--- src/rtl/isa_camac_bus_bridge.sv ---
// Bridges byte-wide ISA I/O accesses in a fixed address window onto CB_DATA_WIDTH-bit CAMAC registers.
// CHRDY stays low through the CAMAC handshake (bounded by TIMEOUT) plus WAIT_STATES cycles.
module isa_camac_bus_bridge #(
    parameter logic [9:0] BASE_ADDR     = 10'h100,
    parameter int         NUM_REGS      = 8,
    parameter int         CB_DATA_WIDTH = 16,
    parameter int         WAIT_STATES   = 4,
    parameter int         TIMEOUT       = 64,
    localparam int        RAW           = $clog2(NUM_REGS)
) (
    input  logic                     isa_clk,
    input  logic                     isa_reset,
    input  logic [9:0]               isa_addr,
    input  logic                     isa_ale,
    input  logic                     isa_aen,
    input  logic                     isa_ior,
    input  logic                     isa_iow,
    input  logic [7:0]               isa_data_in,
    output logic [7:0]               isa_data_out,
    output logic                     isa_data_oe,
    output logic                     isa_chrdy,
    output logic [RAW-1:0]           cb_addr,
    output logic [CB_DATA_WIDTH-1:0] cb_wdata,
    output logic                     cb_wr,
    output logic                     cb_rd,
    input  logic [CB_DATA_WIDTH-1:0] cb_rdata,
    input  logic                     cb_ack,
    input  logic                     err_clr,
    output logic                     timeout_err
);

    typedef enum logic [1:0] {ST_IDLE, ST_CAMAC, ST_WAIT, ST_HOLD} state_t;

    localparam logic [7:0]  TMO_LAST  = 8'(TIMEOUT - 1);
    localparam logic [7:0]  WAIT_LAST = 8'(WAIT_STATES - 1);
    localparam logic [10:0] WIN_END   = 11'(BASE_ADDR) + 11'(2 * NUM_REGS);

    logic [9:0]               r_addr;
    logic                     r_aen;
    logic                     r_ior_s1, r_ior_s2, r_ior_s3;
    logic                     r_iow_s1, r_iow_s2, r_iow_s3;
    state_t                   r_state;
    state_t                   w_state_nxt;
    logic [7:0]               r_cnt;
    logic                     r_is_read;
    logic                     r_hi;
    logic [7:0]               r_lo;
    logic [CB_DATA_WIDTH-1:0] r_snap;

    logic [9:0]     w_offset;
    logic [RAW-1:0] w_idx;
    logic           w_bsel;
    logic           w_hit;
    logic           w_ior_fall, w_iow_fall;
    logic           w_rd_start, w_wr_start;
    logic           w_ack, w_tmo;
    logic           w_strobe_hi;
    logic [7:0]     w_hi_byte;

    assign w_offset    = r_addr - BASE_ADDR;
    assign w_idx       = RAW'(w_offset >> 1);
    assign w_bsel      = w_offset[0];
    assign w_hit       = !r_aen && ({1'b0, r_addr} >= 11'(BASE_ADDR)) && ({1'b0, r_addr} < WIN_END);
    assign w_ior_fall  = r_ior_s3 && !r_ior_s2;
    assign w_iow_fall  = r_iow_s3 && !r_iow_s2;
    // A falling strobe only counts while the other strobe is high; both low together is ignored.
    assign w_rd_start  = w_ior_fall && r_iow_s2 && w_hit;
    assign w_wr_start  = w_iow_fall && r_ior_s2 && w_hit;
    assign w_ack       = (r_state == ST_CAMAC) && cb_ack;
    assign w_tmo       = (r_state == ST_CAMAC) && !cb_ack && (r_cnt == TMO_LAST);
    // Level rather than edge, so a strobe released early during CAMAC/WAIT cannot strand HOLD.
    assign w_strobe_hi = r_is_read ? r_ior_s2 : r_iow_s2;
    assign w_hi_byte   = 8'(r_snap[CB_DATA_WIDTH-1:8]);

    always_ff @(posedge isa_clk) begin
        if (!isa_reset) begin
            r_state <= ST_IDLE;
        end else begin
            r_state <= w_state_nxt;
        end
    end

    always_comb begin
        w_state_nxt = r_state;
        case (r_state)
            ST_IDLE: begin
                if (w_rd_start) begin
                    w_state_nxt = w_bsel ? ST_HOLD : ST_CAMAC;
                end else if (w_wr_start) begin
                    w_state_nxt = w_bsel ? ST_CAMAC : ST_HOLD;
                end
            end
            ST_CAMAC: begin
                if (w_ack || w_tmo) begin
                    w_state_nxt = (WAIT_STATES == 0) ? ST_HOLD : ST_WAIT;
                end
            end
            ST_WAIT: begin
                if (r_cnt == WAIT_LAST) begin
                    w_state_nxt = ST_HOLD;
                end
            end
            ST_HOLD: begin
                if (w_strobe_hi) begin
                    w_state_nxt = ST_IDLE;
                end
            end
            default: w_state_nxt = ST_IDLE;
        endcase
    end

    always_comb begin
        isa_chrdy    = 1'b1;
        isa_data_oe  = 1'b0;
        isa_data_out = 8'h00;
        if (r_state == ST_CAMAC || r_state == ST_WAIT) begin
            isa_chrdy = 1'b0;
        end
        if (r_is_read && r_state != ST_IDLE) begin
            isa_data_oe  = 1'b1;
            isa_data_out = r_hi ? w_hi_byte : r_snap[7:0];
        end
    end

    always_ff @(posedge isa_clk) begin
        if (!isa_reset) begin
            r_addr      <= '0;
            r_aen       <= 1'b0;
            r_ior_s1    <= 1'b0;
            r_ior_s2    <= 1'b0;
            r_ior_s3    <= 1'b0;
            r_iow_s1    <= 1'b0;
            r_iow_s2    <= 1'b0;
            r_iow_s3    <= 1'b0;
            r_cnt       <= '0;
            r_is_read   <= 1'b0;
            r_hi        <= 1'b0;
            r_lo        <= '0;
            r_snap      <= '0;
            cb_addr     <= '0;
            cb_wdata    <= '0;
            cb_wr       <= 1'b0;
            cb_rd       <= 1'b0;
            timeout_err <= 1'b0;
        end else begin
            if (isa_ale) begin
                r_addr <= isa_addr;
                r_aen  <= isa_aen;
            end
            r_ior_s1 <= isa_ior;
            r_ior_s2 <= r_ior_s1;
            r_ior_s3 <= r_ior_s2;
            r_iow_s1 <= isa_iow;
            r_iow_s2 <= r_iow_s1;
            r_iow_s3 <= r_iow_s2;
            r_cnt    <= (w_state_nxt != r_state) ? 8'd0 : 8'(r_cnt + 8'd1);
            cb_wr    <= 1'b0;
            cb_rd    <= 1'b0;

            if (r_state == ST_IDLE) begin
                if (w_rd_start) begin
                    r_is_read <= 1'b1;
                    r_hi      <= w_bsel;
                    if (!w_bsel) begin
                        cb_addr <= w_idx;
                        cb_rd   <= 1'b1;
                    end
                end else if (w_wr_start) begin
                    r_is_read <= 1'b0;
                    r_hi      <= w_bsel;
                    if (w_bsel) begin
                        cb_addr  <= w_idx;
                        cb_wdata <= {isa_data_in[CB_DATA_WIDTH-9:0], r_lo};
                        cb_wr    <= 1'b1;
                    end else begin
                        r_lo <= isa_data_in;
                    end
                end
            end

            if (w_ack && r_is_read) begin
                r_snap <= cb_rdata;
            end else if (w_tmo) begin
                r_snap <= '1;
            end

            if (w_tmo) begin
                timeout_err <= 1'b1;
            end else if (err_clr) begin
                timeout_err <= 1'b0;
            end
        end
    end

endmodule
--- config.mk ---
export PLATFORM = sky130hd
export DESIGN_NAME = isa_camac_bus_bridge
export DESIGN_NICKNAME = d
export VERILOG_FILES = /design/src/rtl/isa_camac_bus_bridge.sv
export SDC_FILE = /design/constraint.sdc
export NUM_CORES = 1
export LEC_CHECK = 0
export ABC_CLOCK_PERIOD_IN_PS = 2000
export BUFFER_PORTS_ARGS = -buffer_cell sky130_fd_sc_hd__buf_2
export CORE_MARGIN = 1
export CORE_UTILIZATION = 48
export CTS_CLUSTER_SIZE = 10
export DETAILED_ROUTE_END_ITERATION = 12
export GPL_TIMING_DRIVEN = 0
export PLACE_DENSITY = 0.75
export SLEW_MARGIN = 20
export SYNTH_ARGS = -nofsm -noshare
export SYNTH_HDL_FRONTEND = slang
export SYNTH_SLANG_ARGS = --single-unit
--- constraint.sdc ---
create_clock -name isa_clk -period 2 [get_ports isa_clk]
set_input_delay 0.1 -clock isa_clk [delete_from_list [all_inputs] [get_ports isa_clk]]
set_output_delay 0.1 -clock isa_clk [all_outputs]
set_load 0.01 [all_outputs]
Yosys cells after proc, flatten, opt, wreduce, memory -nomap -nowiden --
Index checks and enable logic that the tools add are counted.
Storage, ports and cells: flip-flop bits (word level) 75, word-level logic and storage cells 94, bits of input ports 42, output and inout bits 32
Cells by class: equality and inequality tests 7, reductions and logical operators 32, mux-type cells 27, bitwise logic cells 5, $lt $le $gt $ge 2, $add $sub $neg 2
Operator list (count):
- 2-to-1 mux 16 bit | 2
- 2-to-1 mux 8 bit | 2
- 2-to-1 mux 2 bit | 7
- logical AND 1 bit | 13
- 2-to-1 mux 3 bit | 4
- AND reduction 4 bit | 3
- 2-to-1 mux 1 bit | 11
- greater-or-equal comparator 10 x 9 -> 1 bit, second input constant | 1
- < comparator 10 x 9 -> 1 bit, second input constant | 1
- nonzero test 2 bit | 5
- adder 8 x 1 -> 8 bit, second input constant | 1
- == test 8 x 2 -> 1 bit, second input constant | 1
- == test 8 x 6 -> 1 bit, second input constant | 1
- one-hot mux 2 bit (4 select lines) | 1
- inverter 1 bit | 5
- == test 2 bit, second input constant | 2
- logical NOT 1 bit | 4
- OR reduction 4 bit | 1
- subtractor 4 x 1 -> 4 bit, second input constant | 1
- AND reduction 3 bit | 1
- == test 2 x 1 -> 1 bit, second input constant | 1
- logical NOT 2 bit | 1
- logical OR 1 bit | 2
- inequality test 2 bit | 1
- 3 further kinds | 3

Depth between registers and ports, before layout --
depth after elaboration 9, gate-level depth with buffers 9, gate-level depth less buffers 7

Least setup slack after synthesis --
Ideal clock, no wire load.
path type flip-flop to flip-flop, start point reg r_state[1], end point reg r_cnt[1], stages on the path, launching flop included 10, library setup time 0.133 ns, period minus slack after synthesis 2.012 ns, required time 1.867 ns, setup slack -0.012 ns, path buffers 2, data arrival time 1.878 ns, cell sequence dfxtp_1 clkbuf_1 inv_1 ha_1 buf_2 nor4b_1 nand3_1 and3_4 o32ai_4 nor3_1
Between the ends: longest elaborated chain between the ends 8, elaborated cells on any way between the ends 16, those cells by class 4 x eq/ne; 6 x mux; 6 x reduce/logical
RTL lines:
- start, declared | RTL line 42 | state_t r_state;
- start signal, assigned | RTL line 79 | r_state <= w_state_nxt;
- == test 2 x 1 -> 1 bit | RTL line 69, 70, 85
- logical AND 1 bit (2 in series) | RTL line 70 | assign w_tmo = (r_state == ST_CAMAC) && !cb_ack && (r_cnt == TMO_LAST);
- logical OR 1 bit | RTL line 94 | if (w_ack || w_tmo) begin
- 2-to-1 mux 2 bit | RTL line 94
- one-hot mux 2 bit (4 select lines) | RTL line 85 | case (r_state)
- inequality test 2 bit (*) | RTL line 156 | r_cnt <= (w_state_nxt != r_state) ? 8'd0 : 8'(r_cnt + 8'd1);
- OR reduction 2 bit (no line) (*)
- end signal, assigned | RTL line 156
- end, declared | RTL line 44 | logic [7:0] r_cnt;
Mark *: on every way between the ends. The rest lies on a longest branch, timed or not. A chain may end at the register's enable or synchronous reset.

Worst setup path after layout --
start point reg r_aen, end point reg r_cnt[3]
Between the ends: longest elaborated chain between the ends 9, elaborated cells on any way between the ends 10, those cells by class 1 x eq/ne; 3 x mux; 6 x reduce/logical
RTL lines:
- start, declared | RTL line 39 | logic r_aen;
- start signal, assigned | RTL line 148 | r_aen <= isa_aen;
- logical NOT 1 bit (*) | RTL line 63 | assign w_hit = !r_aen && ({1'b0, r_addr} >= 11'(BASE_ADDR)) && ({1'b0, r_addr} < WIN_END);
- logical AND 1 bit (*) (2 in series) | RTL line 63
- logical AND 1 bit | RTL line 68 | assign w_wr_start = w_iow_fall && r_ior_s2 && w_hit;
- 2-to-1 mux 2 bit | RTL line 89 | end else if (w_wr_start) begin
- 2-to-1 mux 2 bit (*) | RTL line 87 | if (w_rd_start) begin
- one-hot mux 2 bit (4 select lines) (*) | RTL line 85
- inequality test 2 bit (*) | RTL line 156
- OR reduction 2 bit (no line) (*)
Marks and branches as above.

==> impl_metrics.csv <==
group,metric,value,unit
sta,rsz0062_at_grt,"yes",
layout,area_growth,34.9,%
clocking,cts.htree.levels,3,
clocking,cts_root_buf,"clkbuf_8",
layout,final_nets,507,
placed_design,hpwl,4.85,mm
setup_path,cp_num_buf_inv,0,
sta,relSlewSlack,54.8,%
layout,antenna_cells,0,
placed_design,io_buffers,73,
layout,final_cell_count_no_fill,542,
route,drt_first_pass_iters,4,
pwr,clkPwrFrac,38.5,%
floorplan,core_area,0.00635,sq mm
route,wl_per_cell,14.1,microns
global_route,grt_max_degree,17,
floorplan,rows,29,
sta,worst_slew_pin_slew,0.677,ns
clocking,cts.clk_slew.worst_paths,0.09,ns
logic_synthesis,synth-edff-count,0,
clocking,cts.sinks,75,
pwr,p_total,2.94,mW
sta,drv_slew,0,
placed_design,place_area,0.00363,sq mm
pwr,sw_frac_of_total,27.5,%
global_route,grt_util_all_layers,22.3,%
setup_path,worstSetupEndpointType,"flop",
pwr,p_sw,0.809,mW
logic_synthesis,synth_cells,343,
sta,clock_skew,0.0127,ns
setup_path,worstSetupPathType,"reg2reg",
route,drtIter0Drc,118,
logic_synthesis,avgSynthCellArea,9.22,sq um
sta,fin_ws,-0.00987,ns
route,drc,0,
placed_design,dp_slack,-0.224,ns
flow_run,cap_violations,0,
logic_synthesis,synthArstFlopShare,0,%
global_route,antenna_found_initial,0,
layout,final_cell_area,0.00427,sq mm
logic_synthesis,ys_types,40,
global_route,grt_overflow,0,
layout,mostFrequentLayoutCells,"buf_2 (74), dfxtp_1 (71), nor2_1 (68)",
pwr,leakage,1.85,nW
clocking,cts_buffers,9,
floorplan,start_util,49.8,%
floorplan,design.die.area,0.00692,sq mm
setup_path,critPathSlowestCell,"or4b_4",
layout,layout_commonest_cell,"buf_2",
pwr,seq_power_share,52.4,%
route,drt-total-wl,7.62,mm
logic_synthesis,synth.yosys.seq_area_share,47.5,%
pwr,power_density,690,mW/mm^2
logic_synthesis,yosysWarnings,0,
layout,drive_gt1_share,28.4,%
setup_path,path_cells,"or4b_4, nor3_4, nand3_2, a32oi_4, nor3_1",
route,via_count,2832,
logic_synthesis,syn_area,0.00316,sq mm
global_route,grt_pass1_vias,2735,
floorplan,fp.dieW,83.2,microns
placed_design,place_inst,493,
setup_path,cp.arrival,2.25,ns
sta,hold_ws,0.0190,ns
setup_path,cp-start-kind,"flop",
run_status,violations,"setup timing",
sta,setup_violations,3,
worst_hold_path,hold_class,"in2reg",
logic_synthesis,ys.flop_type,"dfxtp_1",
setup_path,crit_family,"simple AND/OR/NAND/NOR gates",
clocking,clkLatencyLatePin,0.36,ns
run_status,status,"finished, violations left",
floorplan,die_h,83.2,microns
route,drtAntennaViolNets,0,
clocking,cts_buffer_depth,2,
route,via_per_inst,5.23,
placed_design,place_congestion,0.815,
layout,fin_util,67.2,%
floorplan,ios,74,
pwr,power.internal,2.13,mW
logic_synthesis,syn_nets,390,
sta,tns,-0.0147,ns
layout,fillers,482,
pwr,vdd_drop_max,647,uV
setup_path,path_max_fanout,8,
setup_path,cp.required,2.24,ns
pwr,p_comb_share,9.1,%
clocking,cts_tree,"built",
logic_synthesis,ys_ff_latch,75,
sta,fmax,498,MHz
sta,final.min_clock_period,2.01,ns
global_route,grt_first_pass_wirelength,12.4,mm
setup_path,cpPeakStageDelay,0.58,ns
sta,hold_viol,0,
sta,post-route-period-util,100,%
power groups by stage:
stage / registers, mW / clock network, mW / logic, mW
after floorplan: 1.57 / 0 / 0.128
after global placement: 1.57 / 0 / 0.199
after detailed placement: 1.57 / 0 / 0.205
after CTS: 1.54 / 1.15 / 0.254
after global routing: 1.55 / 1.22 / 0.296
final: 1.54 / 1.13 / 0.267
Yosys cell counts (2+ instances only):
library cell / count / area share, %
ha_1: 5 / 2.0
o21ai_0: 21 / 3.3
nor3_1: 10 / 1.6
or3_1: 2 / 0.40
and2_1: 6 / 1.2
nand2_1: 19 / 2.3
buf_6: 2 / 0.71
a21oi_1: 21 / 3.3
nand3_1: 8 / 1.3
mux2i_1: 47 / 15
clkbuf_1: 12 / 1.4
inv_1: 9 / 1.1
buf_2: 2 / 0.32
xor2_1: 3 / 0.83
a31oi_1: 3 / 0.59
dfxtp_1: 75 / 47
nor4b_1: 2 / 0.55
nor3_4: 2 / 1.0
nor2_1: 69 / 8.2
nand3b_1: 2 / 0.47
xnor2_1: 4 / 1.1
what timing repair did:
| action | in CTS | in global routing |
|---|---|---|
| endpoints found under the setup margin | 28 | 25 |
| hold buffers | 22 | 0 |
| cloned | 0 | 2 |
| endpoints found under the hold margin | 27 | 0 |
| resized for setup | 11 | 25 |
| buffers inserted | 3 | 6 |
| pin swaps | 10 | 9 |
path summary, 6_finish.rpt:
kind / to / startpoint / slack (ns) / cells after the start
max: r_cnt[3] / r_aen / -0.01 / 5
max reg2reg: r_cnt[3] / r_aen / -0.01 / 5
min reg2reg: r_iow_s2 / r_iow_s1 / 0.44 / 1
min: r_snap[14] / cb_rdata[14] / 0.02 / 3
final cells by class:
cell class,instances,area [sq um],share of cell area [%]
buffer,18,128,2.99
clock buffer,9,124,2.90
clock inverter,7,70.1,1.64
inverter,10,37.5,0.880
multi-input combinational,240,1610,37.8
sequential,75,1510,35.4
tap,77,96.3,2.26
timing repair buffer,106,691,16.2
per-layer routing:
layer	vias up	track usage [%]	wire length, microns
met5	-	0	0
met4	0	10.5	185
met3	16	5.07	232
met2	64	38.2	3880
met1	1353	26.3	3320
li1	1399	-	-
registers in the layout (all words and copies together), names as in the netlist:
signal / cells
r_iow_s3: 1
cb_wr: 1
r_state: 2
r_ior_s3: 1
r_iow_s1: 1
r_is_read: 1
r_snap: 16
r_lo: 8
r_iow_s2: 1
cb_wdata: 16
r_ior_s1: 1
r_hi: 1
timeout_err: 1
r_addr: 10
r_ior_s2: 1
r_cnt: 8
cb_rd: 1
r_aen: 1
cb_addr: 3
cell families (layout without fill, tap and decap cells):
family	after synthesis	count (layout)	synth area share, %
AOI/OAI and AO/OA	52	52	10.0
xor gates and xnor gates	7	7	1.94
adders and majority gates	5	5	1.98
buffers and inverters	28	150	3.99
DFF	75	75	47.5
muxes	47	47	14.9
and+or+nand+nor	129	129	19.7
worst min-delay path, delay by kind of cell:
kind,cells,cell delay (ns)
AOI/OAI and AO/OA,2,0.17
buffers and inverters,1,0.07
Power figures use the tool's default switching activity.
